$ cat src/rtl/seq_add_mul_unit.sv
// Sequential add / shift-and-add multiply unit with valid/ready handshakes on both sides.
// Optional two's-complement operation is enabled by defining SEQ_ADD_MUL_SIGNED_EN.
module seq_add_mul_unit #(
  parameter int WIDTH = 4,
  parameter int CNT_W = $clog2(WIDTH + 1)
) (
  input  logic                 clk,
  input  logic                 rst_n,
  input  logic                 in_valid,
  output logic                 in_ready,
  input  logic                 mode,
  input  logic [WIDTH-1:0]     a,
  input  logic [WIDTH-1:0]     b,
`ifdef SEQ_ADD_MUL_SIGNED_EN
  input  logic                 is_signed,
`endif
  output logic                 out_valid,
  input  logic                 out_ready,
  output logic [2*WIDTH-1:0]   result,
  output logic                 busy
);

  localparam int RW = 2 * WIDTH;
  localparam logic [CNT_W-1:0] CNT_ONE = CNT_W'(1);
  localparam logic [CNT_W-1:0] CNT_LOAD = CNT_W'(WIDTH);

  typedef enum logic [1:0] {
    IDLE = 2'd0,
    MUL  = 2'd1,
    DONE = 2'd2
`ifdef SEQ_ADD_MUL_SIGNED_EN
    ,NEG = 2'd3
`endif
  } state_t;

  state_t               state_q;
  logic                 in_ready_q;
  logic                 out_valid_q;
  logic                 busy_q;
  logic [RW-1:0]        result_q;
  logic [RW-1:0]        acc_q;
  logic [RW-1:0]        mcand_q;
  logic [WIDTH-1:0]     mplier_q;
  logic [CNT_W-1:0]     cnt_q;

  logic [RW-1:0]        sum_d;
  logic [RW-1:0]        add_d;
  logic [WIDTH-1:0]     mcand_d;
  logic [WIDTH-1:0]     mplier_d;

  // Unsigned add: carry lands in bit WIDTH, everything above stays zero.
  function automatic logic [RW-1:0] add_unsigned(input logic [WIDTH-1:0] x,
                                                 input logic [WIDTH-1:0] y);
    logic [WIDTH:0] s;
    s = {1'b0, x} + {1'b0, y};
    return {{(WIDTH-1){1'b0}}, s};
  endfunction

`ifdef SEQ_ADD_MUL_SIGNED_EN
  localparam logic [WIDTH-1:0] ONE_W  = {{(WIDTH-1){1'b0}}, 1'b1};
  localparam logic [RW-1:0]    ONE_RW = {{(RW-1){1'b0}}, 1'b1};

  logic sgn_q;
  logic neg_q;
  logic neg_d;

  function automatic logic [RW-1:0] sext(input logic [WIDTH-1:0] x);
    return {{WIDTH{x[WIDTH-1]}}, x};
  endfunction

  // Magnitude of the most negative value still fits as an unsigned WIDTH-bit number.
  function automatic logic [WIDTH-1:0] mag(input logic [WIDTH-1:0] x);
    return x[WIDTH-1] ? (~x + ONE_W) : x;
  endfunction

  function automatic logic [RW-1:0] negate(input logic [RW-1:0] x);
    return ~x + ONE_RW;
  endfunction
`endif

  always_comb begin
    sum_d    = acc_q + (mplier_q[0] ? mcand_q : '0);
    add_d    = add_unsigned(a, b);
    mcand_d  = a;
    mplier_d = b;
`ifdef SEQ_ADD_MUL_SIGNED_EN
    neg_d    = 1'b0;
    if (is_signed) begin
      add_d    = sext(a) + sext(b);
      mcand_d  = mag(a);
      mplier_d = mag(b);
      neg_d    = a[WIDTH-1] ^ b[WIDTH-1];
    end
`endif
  end

  always_ff @(posedge clk or negedge rst_n) begin
    if (!rst_n) begin
      state_q     <= IDLE;
      in_ready_q  <= 1'b1;
      out_valid_q <= 1'b0;
      busy_q      <= 1'b0;
      result_q    <= '0;
      acc_q       <= '0;
      mcand_q     <= '0;
      mplier_q    <= '0;
      cnt_q       <= '0;
`ifdef SEQ_ADD_MUL_SIGNED_EN
      sgn_q       <= 1'b0;
      neg_q       <= 1'b0;
`endif
    end else begin
      case (state_q)
        IDLE: begin
          if (in_valid && in_ready_q) begin
            in_ready_q <= 1'b0;
            if (mode) begin
              result_q    <= add_d;
              out_valid_q <= 1'b1;
              state_q     <= DONE;
            end else begin
              acc_q    <= '0;
              mcand_q  <= {{WIDTH{1'b0}}, mcand_d};
              mplier_q <= mplier_d;
              cnt_q    <= CNT_LOAD;
              busy_q   <= 1'b1;
              state_q  <= MUL;
`ifdef SEQ_ADD_MUL_SIGNED_EN
              sgn_q    <= is_signed;
              neg_q    <= neg_d;
`endif
            end
          end
        end
        // One partial product per cycle; the multiplicand walks left instead of a variable shift.
        MUL: begin
          acc_q    <= sum_d;
          mcand_q  <= mcand_q << 1;
          mplier_q <= mplier_q >> 1;
          cnt_q    <= cnt_q - CNT_ONE;
          if (cnt_q == CNT_ONE) begin
            busy_q <= 1'b0;
`ifdef SEQ_ADD_MUL_SIGNED_EN
            if (sgn_q) begin
              state_q <= NEG;
            end else begin
              result_q    <= sum_d;
              out_valid_q <= 1'b1;
              state_q     <= DONE;
            end
`else
            result_q    <= sum_d;
            out_valid_q <= 1'b1;
            state_q     <= DONE;
`endif
          end
        end
`ifdef SEQ_ADD_MUL_SIGNED_EN
        // Signed multiplies always pass through here so their latency does not depend on data.
        NEG: begin
          result_q    <= neg_q ? negate(acc_q) : acc_q;
          out_valid_q <= 1'b1;
          state_q     <= DONE;
        end
`endif
        DONE: begin
          if (out_ready) begin
            out_valid_q <= 1'b0;
            in_ready_q  <= 1'b1;
            state_q     <= IDLE;
          end
        end
        default: begin
          state_q <= IDLE;
        end
      endcase
    end
  end

  assign in_ready  = in_ready_q;
  assign out_valid = out_valid_q;
  assign result    = result_q;
  assign busy      = busy_q;

endmodule

$ cat config.mk
export PLATFORM = sky130hd
export DESIGN_NAME = seq_add_mul_unit
export DESIGN_NICKNAME = d
export VERILOG_FILES = /design/src/rtl/seq_add_mul_unit.sv
export SDC_FILE = /design/constraint.sdc
export NUM_CORES = 1
export LEC_CHECK = 0
export CAP_MARGIN = 20
export CORE_UTILIZATION = 30
export DETAILED_ROUTE_END_ITERATION = 7
export SLEW_MARGIN = 40
export SYNTH_ARGS = -nofsm -noshare
export SYNTH_HDL_FRONTEND = slang
export SYNTH_SLANG_ARGS = --single-unit
export TNS_END_PERCENT = 1
$ cat constraint.sdc
create_clock -name clk -period 2.3 [get_ports clk]
set_input_delay 0.575 -clock clk [delete_from_list [all_inputs] [get_ports clk]]
set_output_delay 0.575 -clock clk [all_outputs]
set_load 0.05 [all_outputs]
==> results.sh <==
export IMPL_ys_warn_count=0
export IMPL_grt_max_degree=19
export IMPL_drt_iter0_markers=52
export IMPL_grt_pass1_wl_microns=7460
export IMPL_cts_tree="built"
export IMPL_post_route_period_util=0.965
export IMPL_syn_area_per_cell_sq_um=9.38
export IMPL_remaining_drc_errors=0
export IMPL_syn_to_final_growth_pct=22.8
export IMPL_powerDensity_nw_per_um2=1060
export IMPL_clk_latency_ns=0.28
export IMPL_cp_arrival_ns=1.65
export IMPL_ant_nets=0
export IMPL_vias=1599
export IMPL_gr_usage_all_layers=0.130
export IMPL_cp_top_family="buffers and inverters"
export IMPL_r2r_slack_ns=0.16
export IMPL_antenna_found_initial=0
export IMPL_drv_cap=0
export IMPL_r2r_cells=8
export IMPL_core_area_sq_um=6790
export IMPL_dieArea_sq_um=7340
export IMPL_crit_required_ns=1.73
export IMPL_yosys_area_top_type="dfrtp_1"
export IMPL_die_w_microns=85.7
export IMPL_synth_top_area_frac=0.417
export IMPL_nFillCells=682
export IMPL_max_stage_delay_ns=0.80
export IMPL_ctsHoldBuffers=0
export IMPL_numCtsBuffers=5
export IMPL_worstPathMaxFanout=5
export IMPL_timing_hold_violations_final=0
export IMPL_fp_row_count=30
export IMPL_place_gp_congestion=0.740
export IMPL_critPathBufInv=1
export IMPL_peakVddDrop_uv=277
export IMPL_cp_slowest_cell="clkdlybuf4s50_1"
export IMPL_synthCells=224
export IMPL_postSynthRegisterBits=36
export IMPL_root_buffer="clkbuf_8"
export IMPL_cp_cell_sequence="clkdlybuf4s50_1"
export IMPL_start_util=0.309
export IMPL_synthesis_area_sq_um=2100
export IMPL_worst_clock_skew_ns=0.00405
export IMPL_power_leakage_uw=0.00121
export IMPL_tightestPinTransition_ns=0.499
export IMPL_setup_viol=0
export IMPL_first_pass_iters=4
export IMPL_vias_per_cell=4.53
export IMPL_routed_wl_microns=4230
export IMPL_r2r_start="mcand_q[0]$_DFFE_PN0P_"
export IMPL_synth_edff_count=0
export IMPL_setup_worst_path_start_class="flip-flop"
export IMPL_relSlewSlack=0.667
export IMPL_yosys_top_cells_count="44 x nand2_1, 35 x dfrtp_1, 26 x o21ai_0"
export IMPL_final_cells=353
export IMPL_p_total_uw=2740
export IMPL_ys_flop_type="dfrtp_1"
export IMPL_drive_gt1_frac=0.117
export IMPL_drv_slew=0
export IMPL_clkSinkCount=36
export IMPL_cts_buffer_depth=2
export IMPL_timing_rr_end="acc_q[6]$_DFFE_PN0P_"
export IMPL_rsz0062_at_grt="false"
export IMPL_async_flop_share=1.00
export IMPL_hpwlAfterDp_microns=3320
export IMPL_min_period_ns=2.22
export IMPL_syn_nets=255
export IMPL_critPathCaptureType="primary output"
export IMPL_nets=287
export IMPL_synth_cell_types=37
export IMPL_io_buffers=23
export IMPL_placed_cells=345
export IMPL_avgRoutedWirePerCell_microns=12.0
export IMPL_synthTopCellsByArea="dfrtp_1 42%, ha_1 9.5%, nand2_1 7.9%"
export IMPL_clk_pin_slew_ns=0.07
export IMPL_antennaDiodeCount=0
export IMPL_die_h_microns=85.7
export IMPL_status="complete, no violations"
export IMPL_io_pins=24
export IMPL_grt_pass1_vias=1572
export IMPL_synth_most_common_cell="nand2_1"
export IMPL_fmaxAchievable_ghz=0.450
export IMPL_htree_levels=2
export IMPL_gr_total_overflow=0
export IMPL_ys_seq_area_frac=0.429
export IMPL_crit_type="flip-flop to primary output"
export IMPL_hold_path_class="primary input to async pin"
cell families after synthesis:
kind of cell	count (synthesis)	synth area share
flip-flops	36	0.429
multiplexers	10	0.0488
AND/OR/NAND/NOR	75	0.161
AO/OA/AOI/OAI	55	0.168
XOR/XNOR	8	0.0334
adder cells (fa/ha/maj)	18	0.114
buffers and inverters	22	0.0447
layout make-up:
class	count	area (sq um)	area share
Tap cell	96	120	0.0466
Multi-Input combinational cell	166	1110	0.429
Inverter	12	45.0	0.0175
Clock buffer	8	90.1	0.0349
Sequential cell	36	902	0.350
Timing Repair Buffer	35	315	0.122
timing repair:
| item | in CTS | in global routing |
|---|---|---|
| setup buffers | 0 | 0 |
| resized for setup | 0 | 1 |
| endpoints found under the setup margin | 0 | 2 |
sequential cells by signal, summed over array words and instances (netlist names):
signal,cells
acc_q,8
mcand_q,8
result,8
mplier_q,4
cnt_q,3
state_q,2
busy,1
in_ready,1
out_valid,1
placed cells by master (no fill, tap or decap), types with 2 or more instances in the layout:
cell type and count:
nand2_1 44, dfrtp_1 35, o21ai_0 26, clkdlybuf4s50_1 22, ha_1 16, inv_1 12
buf_4 12, nand3_1 10, and2_1 9, mux2i_1 8, a21oi_1 7, nor2_1 6
clkbuf_8 6, xor2_1 5, o21ai_1 3, xnor2_1 3, o31ai_1 3, nand2b_1 2
a211oi_1 2, a21o_1 2, mux2_2 2, a22o_1 2, clkbuf_1 2
worst register-to-register path, cell delays in order (launching register included):
cell,delay (ns)
dfrtp_1,0.38
and2_1,0.16
ha_1,0.25
fa_2,0.39
a211oi_1,0.23
o21bai_1,0.11
a21oi_1,0.17
xnor2_1,0.11
a31o_2,0.24
layer usage:
| metal | GRT usage | routed length, microns | share of wire | up-vias |
|---|---|---|---|---|
| met5 | 0 | 0 | 0 | - |
| met4 | 0.0591 | 86 | 0.020 | 0 |
| met3 | 0.0298 | 106 | 0.025 | 5 |
| met2 | 0.200 | 1870 | 0.44 | 21 |
| met1 | 0.176 | 2170 | 0.51 | 747 |
| li1 | - | - | - | 826 |
worst max path at each step:
stage	end	start	depth (start not counted)	slack, ns
4_1_cts	in_ready	in_ready$_DFFE_PN1P_	1	0.07
3_5_place_dp	result[4]$_DFFE_PN0P_	a[0]	9	-0.05
2_1_floorplan	acc_q[6]$_DFFE_PN0P_	mplier_q[0]$_DFFE_PN0P_	8	0.22
5_1_grt	in_ready	in_ready$_DFFE_PN1P_	1	0.04
6_report	in_ready	in_ready$_DFFE_PN1P_	1	0.08
3_3_place_gp	result[2]$_DFFE_PN0P_	a[0]	7	-0.02
per-stage QoR:
step                      setup slack [ns]  setup TNS [ns]  hold slack [ns]  utilization  cell area (sq um)
after floorplan                      0.219               0            0.279            -               2100
final                               0.0795               0            0.209        0.380               2580
after CTS                           0.0653               0            0.224        0.379               2580
after global placement             -0.0173         -0.0173            0.450        0.366               2490
after detailed placement           -0.0459         -0.0884            0.454        0.366               2490
after global routing                0.0430               0            0.229        0.380               2580
power by group:
| part | total (uW) | switching (uW) | leakage (uW) | internal [uW] |
|---|---|---|---|---|
| logic | 1330 | 813 | 0.000697 | 516 |
| clock network | 461 | 217 | 0.0000455 | 244 |
| registers | 954 | 120 | 0.000463 | 834 |
No activity file was read; power rests on OpenSTA's default activity.
